File: src/rtl/irig_encoder.sv
// irig_encoder: PPS-started IRIG-B (B00x) pulse-width-coded frame generator with per-bit symbol strobes
module irig_encoder #(
  parameter int CLKS_PER_MS = 100000
) (
  input  logic        clk,
  input  logic        rst_n,
  input  logic        enable,
  input  logic        pps,
  input  logic [6:0]  sec_bcd,
  input  logic [6:0]  min_bcd,
  input  logic [5:0]  hour_bcd,
  input  logic [9:0]  day_bcd,
  input  logic [7:0]  year_bcd,
  input  logic [16:0] sbs,
  output logic        irig_out,
  output logic        sym_d0,
  output logic        sym_d1,
  output logic        sym_mark,
  output logic        busy,
  output logic [6:0]  bit_idx,
  output logic        resync
);
  localparam int CW = $clog2(CLKS_PER_MS);
  typedef enum logic {IDLE, RUN} state_t;
  state_t r_state, w_nxt_state;
  logic [CW-1:0] r_cyc, w_cyc;
  logic [3:0] r_ms, w_ms, w_width;
  logic [6:0] r_bit, w_bit;
  logic [6:0] r_sec, r_min;
  logic [5:0] r_hour;
  logic [9:0] r_day;
  logic [7:0] r_year;
  logic [16:0] r_sbs;
  logic [99:0] w_data;
  logic w_start, w_cyc_wrap, w_ms_wrap, w_last, w_mark, w_one, w_run, w_sym;
  assign w_start = pps & enable;
  assign w_cyc_wrap = r_cyc == CW'(CLKS_PER_MS - 1);
  assign w_ms_wrap = w_cyc_wrap && r_ms == 4'd9;
  assign w_last = r_state == RUN && w_ms_wrap && r_bit == 7'd99;
  assign bit_idx = r_bit;
  // A start (fresh or early) forces the counters to bit 0 in the next cycle
  always_comb begin
    w_nxt_state = r_state;
    w_cyc = '0;
    w_ms = '0;
    w_bit = '0;
    if (w_start) w_nxt_state = RUN;
    else if (r_state == RUN && !w_last) begin
      w_cyc = w_cyc_wrap ? '0 : r_cyc + 1'b1;
      w_ms = w_ms_wrap ? 4'd0 : w_cyc_wrap ? r_ms + 4'd1 : r_ms;
      w_bit = w_ms_wrap ? r_bit + 7'd1 : r_bit;
    end else w_nxt_state = IDLE;
  end
  always_comb begin
    w_data = '0;
    w_data[4:1] = r_sec[3:0];
    w_data[8:6] = r_sec[6:4];
    w_data[13:10] = r_min[3:0];
    w_data[17:15] = r_min[6:4];
    w_data[23:20] = r_hour[3:0];
    w_data[26:25] = r_hour[5:4];
    w_data[33:30] = r_day[3:0];
    w_data[38:35] = r_day[7:4];
    w_data[41:40] = r_day[9:8];
    w_data[53:50] = r_year[3:0];
    w_data[58:55] = r_year[7:4];
    w_data[88:80] = r_sbs[8:0];
    w_data[97:90] = r_sbs[16:9];
  end
  // Outputs are registered from next-cycle counter values so they align with bit_idx
  assign w_mark = w_bit == 7'd0 || (w_bit % 7'd10) == 7'd9;
  assign w_one = w_data[w_bit];
  assign w_width = w_mark ? 4'd8 : w_one ? 4'd5 : 4'd2;
  assign w_run = w_nxt_state == RUN;
  assign w_sym = w_run && w_cyc == '0 && w_ms == 4'd0;
  always_ff @(posedge clk or negedge rst_n) begin
    if (!rst_n) begin
      r_state <= IDLE;
      r_cyc <= '0;
      r_ms <= '0;
      r_bit <= '0;
      r_sec <= '0;
      r_min <= '0;
      r_hour <= '0;
      r_day <= '0;
      r_year <= '0;
      r_sbs <= '0;
      irig_out <= 1'b0;
      sym_d0 <= 1'b0;
      sym_d1 <= 1'b0;
      sym_mark <= 1'b0;
      busy <= 1'b0;
      resync <= 1'b0;
    end else begin
      r_state <= w_nxt_state;
      r_cyc <= w_cyc;
      r_ms <= w_ms;
      r_bit <= w_bit;
      if (w_start) begin
        r_sec <= sec_bcd;
        r_min <= min_bcd;
        r_hour <= hour_bcd;
        r_day <= day_bcd;
        r_year <= year_bcd;
        r_sbs <= sbs;
      end
      irig_out <= w_run && w_ms < w_width;
      sym_mark <= w_sym && w_mark;
      sym_d1 <= w_sym && !w_mark && w_one;
      sym_d0 <= w_sym && !w_mark && !w_one;
      busy <= w_run;
      resync <= w_start && r_state == RUN && !w_last;
    end
  end
endmodule

File: config.mk
export PLATFORM = sky130hd
export DESIGN_NAME = irig_encoder
export DESIGN_NICKNAME = d
export VERILOG_FILES = /design/src/rtl/irig_encoder.sv
export SDC_FILE = /design/constraint.sdc
export NUM_CORES = 1
export LEC_CHECK = 0
export CORE_UTILIZATION = 35
export CTS_BUF_LIST = sky130_fd_sc_hd__clkbuf_8
export DETAILED_ROUTE_END_ITERATION = 8
export SETUP_SLACK_MARGIN = 0.3
export SLEW_MARGIN = 5
export SYNTH_ARGS = -nofsm -noshare
export SYNTH_HDL_FRONTEND = slang
export SYNTH_SLANG_ARGS = --single-unit
File: constraint.sdc
create_clock -name clk -period 6.45 [get_ports clk]
set_input_delay 1.29 -clock clk [delete_from_list [all_inputs] [get_ports clk]]
set_output_delay 1.29 -clock clk [all_outputs]
set_load 0.05 [all_outputs]
Word-level counts from Yosys, hierarchy flattened:

Index checks and enable logic that the tools add are counted.

* output and inout bits: 13
* input port bits: 59
* word-level logic and storage cells: 62
* flip-flop bits (word level): 89

* div/mod/pow operators: 1
* add/subtract/negate cells: 3
* reduce and logical (&&, ||, !) cells: 20
* equality and inequality tests: 4
* $lt $le $gt $ge: 2
* muxes and demuxes: 16
* bitwise operators: 1

Operators by type and width (count)
* $mux 17: 3
* $mux 7: 3
* $mux 4: 5
* $add 17x1->17 const B: 1
* $eq 17x17->1 const B: 1
* $logic_not 17->1: 1
* $logic_and 1x1->1: 13
* $lt 7x8->1 const B: 1
* $add 7x1->7 const B: 1
* $bmux 1 s7: 1
* $eq 7x4->1 const B: 1
* $eq 7x7->1 const B: 1
* $logic_not 7->1: 1
* $mod 7x4->7 const B: 1
* $add 4x1->4 const B: 1
* $eq 4x4->1 const B: 1
* $logic_not 4->1: 1
* $lt 4x4->1: 1
* $logic_not 1->1: 3
* $mux 1: 3
* $mux 3: 1
* $and 1x1->1: 1
* $logic_or 1x1->1: 1

Depth between registers and ports, before layout:

* depth after elaboration: 14
* gate-level depth with buffers: 21
* depth with buffers taken out: 19

Worst setup path after synthesis:

OpenSTA, ideal clock, no wires.

* kind: input to register
* from: input port pps
* to: register irig_out
* path buffers: 1
* setup slack: 2.430 ns
* cell stages on the path: 18
* data arrival time: 3.933 ns
* data required time: 6.363 ns
* setup time: 0.087 ns
* cell sequence: nand2_1 > and2_1 > clkbuf_1 > nand3b_1 > mux2_2 > inv_1 > nand2b_1 > a211o_1 > o211a_1 > or3_1 > o21ai_2 > nand2_1 > ha_1 > nor2_1 > nand2_1 > nor2_1 > o211ai_1 > o211ai_1

* cells in the longest elaborated chain, start to end: 8
* elaborated cells on any way between the ends: 14
* classes of those cells: 1 x div; 1 x order compare; 1 x eq/ne; 7 x mux; 1 x bitwise; 3 x reduce/logical

Ends and longest elaborated chain
* from (decl): RTL line 8 `input logic pps,`
* $and 1x1->1 (*): RTL line 36 `assign w_start = pps & enable;`
* $mux 7 (*): RTL line 47 `if (w_start) w_nxt_state = RUN;`
* net w_bit[2]: RTL line 28 `logic [6:0] r_bit, w_bit;`
* $mod 7x4->7 / $bmux 1 s7 (equally long branches): RTL line 71, 72
* $eq 7x4->1 / $mux 1 (equally long branches): RTL line 71, 72
* $logic_or 1x1->1 / $mux 3 (equally long branches): RTL line 71, 73
* $mux 4 (*): RTL line 73 `assign w_width = w_mark ? 4'd8 : w_one ? 4'd5 : 4'd2;`
* $lt 4x4->1 (*): RTL line 107 `irig_out <= w_run && w_ms < w_width;`
* $logic_and 1x1->1 (*): RTL line 107
* to (signal assigned): RTL line 107
* to (decl): RTL line 15 `output logic irig_out,`

Mark *: on every way through the listed nets, which the timed path passes. The rest lies on a longest branch. The select of a mux whose other input is x is not followed.
A chain may end at the register's enable or synchronous reset.

Worst setup path after layout:

* from: input port enable
* to: register irig_out

* cells in the longest elaborated chain, start to end: 8
* elaborated cells on any way between the ends: 14
* classes of those cells: 1 x div; 1 x order compare; 1 x eq/ne; 7 x mux; 1 x bitwise; 3 x reduce/logical

Ends and longest elaborated chain
* from (decl): RTL line 7 `input logic enable,`
* $and 1x1->1 (*): RTL line 36
* $mux 7: RTL line 47
* $mod 7x4->7 / $bmux 1 s7 (equally long branches): RTL line 71, 72
* $eq 7x4->1 / $mux 1 (equally long branches): RTL line 71, 72
* $logic_or 1x1->1 / $mux 3 (equally long branches): RTL line 71, 73
* $mux 4: RTL line 73
* $lt 4x4->1: RTL line 107
* $logic_and 1x1->1 (*): RTL line 107

Mark *: on every way between the ends. The rest lies on a longest branch, timed or not. The select of a mux whose other input is x is not followed.

==> flow_summary.toml <==
[run_status]
outcome = "complete, no violations"

[critical_path]
cp_max_fo = 61
cp_data_required_time_ns = 6.73
criticalPathCategory = "in2reg"
crit_path_start_kind = "input pin"
cp.arrival_ns = 5.09
crit_path_end_kind = "flip-flop"

[global_route]
grt_pass1_wl_mm = 22.0
antenna_found_initial = 0
grt_usage = 0.196
grt-ovfl-total = 0
grt_max_degree = 62
grt_pass1_vias = 4304

[layout]
fin_nets = 620
syn_to_final_growth_pct = 20.3
final_area_um2 = 6070
diodes = 0
drive_above_1_share = 0.166

[logic_synthesis]
syn_inst = 496
ys_top_cells_by_count = "dfrtp_1, mux2_2, nand2_1, nor2_1, nand3_1"
syn_nets = 562
synth_ff_type = "dfrtp_1"
synth_edf_count = 0
synth_area_leader_cell = "dfrtp_1"
yosysUniqueCellTypes = 70
synth_area_per_cell_um2 = 10.2
netlist.area_leader.share = 0.441
yosys_warnings = 0
synthTopCellsByArea = "dfrtp_1, mux2_2, nand2_1"
ys_seq_elements = 89
ys_async_sr_fraction = 1.00
netlist_area_um2 = 5040
yosysMostFrequentCell = "dfrtp_1"
synth_seq_area_share = 0.441

[timing]
drv_slew = 0
finalCritPeriodShare = 0.746
setup_viol = 0
relSlewSlack = 0.388
skew_ns = 0.00804
fin_setup_tns_ns = 0
hold_violations = 0
fmax_mhz = 208
tightest_slew_ns = 0.907
setup_ws_ns = 1.64
fin_crit_ns = 4.81
grt_setup_unrepaired = "false"

[clock_network]
cts_setup_buffers = 0
cts_resized = 0
h-tree-depth = 3
clk_pin_slew_ns = 0.08
cts_tree = "yes"
clock_sinks = 89
cts_max_path_buffers = 2
cts_buffers = 9
cts_hold_buf = 0
cts-root-buf = "clkbuf_8"
clk_latency_ns = 0.38

[placed_design]
port_buffers = 71
gp_congestion = 0.900
dpl-instance-area_um2 = 5890
dpl.hpwl_mm = 10.0
post-place-ws_ns = 1.25

[floorplan]
fp.dieW_um = 122
design.core.area_um2 = 14000
rows = 43
die-area_um2 = 14900
fp.dieH_um = 122
start_util = 0.361
io_pins = 72

[routing]
num_vias = 4187
first_pass_iters = 5
drtIter0Drc = 398
vias_per_cell = 5.67
wire_per_inst_um = 18.3
wl_mm = 13.5
drc = 0
ant_nets = 0

[flow_run]
cap_violations = 0

[min_path]
hold_class = "reg2reg"

[power_and_ir_drop]
p_per_area_nw_per_um2 = 201
power_uw = 1220
p_leak_uw = 0.00256
peakVddDrop_uv = 149
-- critical path, stage by stage --
cell             delay, ns
clkdlybuf4s50_1       0.45
nand2_2               0.09
buf_4                 0.56
nand2_1               0.39
a21o_1                0.38
o221a_2               0.34
a2111oi_2             0.35
a2bb2oi_1             0.19
o311a_1               0.25
o21ai_2               0.11
ha_1                  0.21
nor2_1                0.09
nand2_1               0.07
nor2_1                0.09
o211ai_1              0.09
o211ai_1              0.12
-- flip-flops by register name (all words and copies together) (netlist names) --
| register | count |
|---|---|
| r_cyc | 17 |
| r_min | 7 |
| irig_out | 1 |
| r_sec | 7 |
| r_sbs | 17 |
| sym_d1 | 1 |
| r_ms | 4 |
| bit_idx | 7 |
| sym_mark | 1 |
| r_state | 1 |
| sym_d0 | 1 |
| r_day | 10 |
| resync | 1 |
| r_year | 8 |
| r_hour | 6 |
-- report_power, final --
| group | total [uW] | switching, uW | internal (uW) |
|---|---|---|---|
| Clock | 357 | 206 | 151 |
| Sequential | 667 | 46.4 | 621 |
| Combinational | 195 | 86.7 | 108 |
| Total | 1220 | 339 | 880 |
-- cell type report --
cell class,count,area (um2)
timing repair buffer,74,731
clock buffer,10,138
multi-input combinational,367,2660
sequential,89,2230
clock inverter,6,42.5
tap,180,225
inverter,13,48.8
fill,1351,7920
-- metal layers --
| layer | track usage | vias up | part of all wire |
|---|---|---|---|
| met1 | 0.241 | 2033 | 0.42 |
| met4 | 0.0869 | 0 | 0.024 |
| met3 | 0.0501 | 27 | 0.062 |
| li1 | - | 1942 | - |
| met5 | 0 | - | 0 |
| met2 | 0.324 | 185 | 0.49 |
-- cells in the final DEF, fill, tap and decap left out, types with 3 or more instances in the layout --
master and instances:
a21oi_1 18, or3_1 5, a41oi_1 3, a31oi_1 6, nor2_1 37, mux2i_1 11
and4_1 3, o21ai_0 15, nand3_1 25, dfrtp_1 89, a211oi_1 3, ha_1 7
nor3_1 18, nand2_1 36, nand2b_1 4, o211ai_1 7, and2_1 4, nand4_1 6
and3_1 9, a21o_1 3, xor2_1 15, inv_1 13, buf_4 4, xnor2_1 9
mux2_2 59, nor3b_1 5, clkbuf_8 10, clkdlybuf4s50_1 70, nor4_1 3, a211o_1 3
-- cells by family after synthesis --
kind of cell	share of synthesized area
simple gates	0.178
compound gates	0.130
flops	0.441
mux	0.156
buf+inv	0.0325
xor+xnor	0.0449
fa+ha+maj	0.0174
-- worst paths after layout --
check                         start         to  slack (ns)  cells past startpoint
setup / recovery             enable   irig_out        1.64                     16
max in group asynchronous     rst_n  r_year[7]        4.56                      2
min in group asynchronous     rst_n  r_cyc[12]        0.86                      1
setup reg to reg           r_cyc[0]   irig_out        1.83                     18
hold / removal             r_cyc[0]   r_cyc[0]        0.51                      1
hold reg to reg            r_cyc[0]   r_cyc[0]        0.51                      1
-- metrics by stage --
| stage | hold WS, ns | utilization | std cells |
|---|---|---|---|
| after floorplan | 0.470 | - | 496 |
| after global routing | 0.523 | 0.434 | 739 |
| final | 0.509 | 0.434 | 739 |
| after global placement | 0.485 | 0.421 | 723 |
| after detailed placement | 0.492 | 0.421 | 723 |
| after CTS | 0.511 | 0.434 | 739 |
No activity file was read; power rests on OpenSTA's default activity.
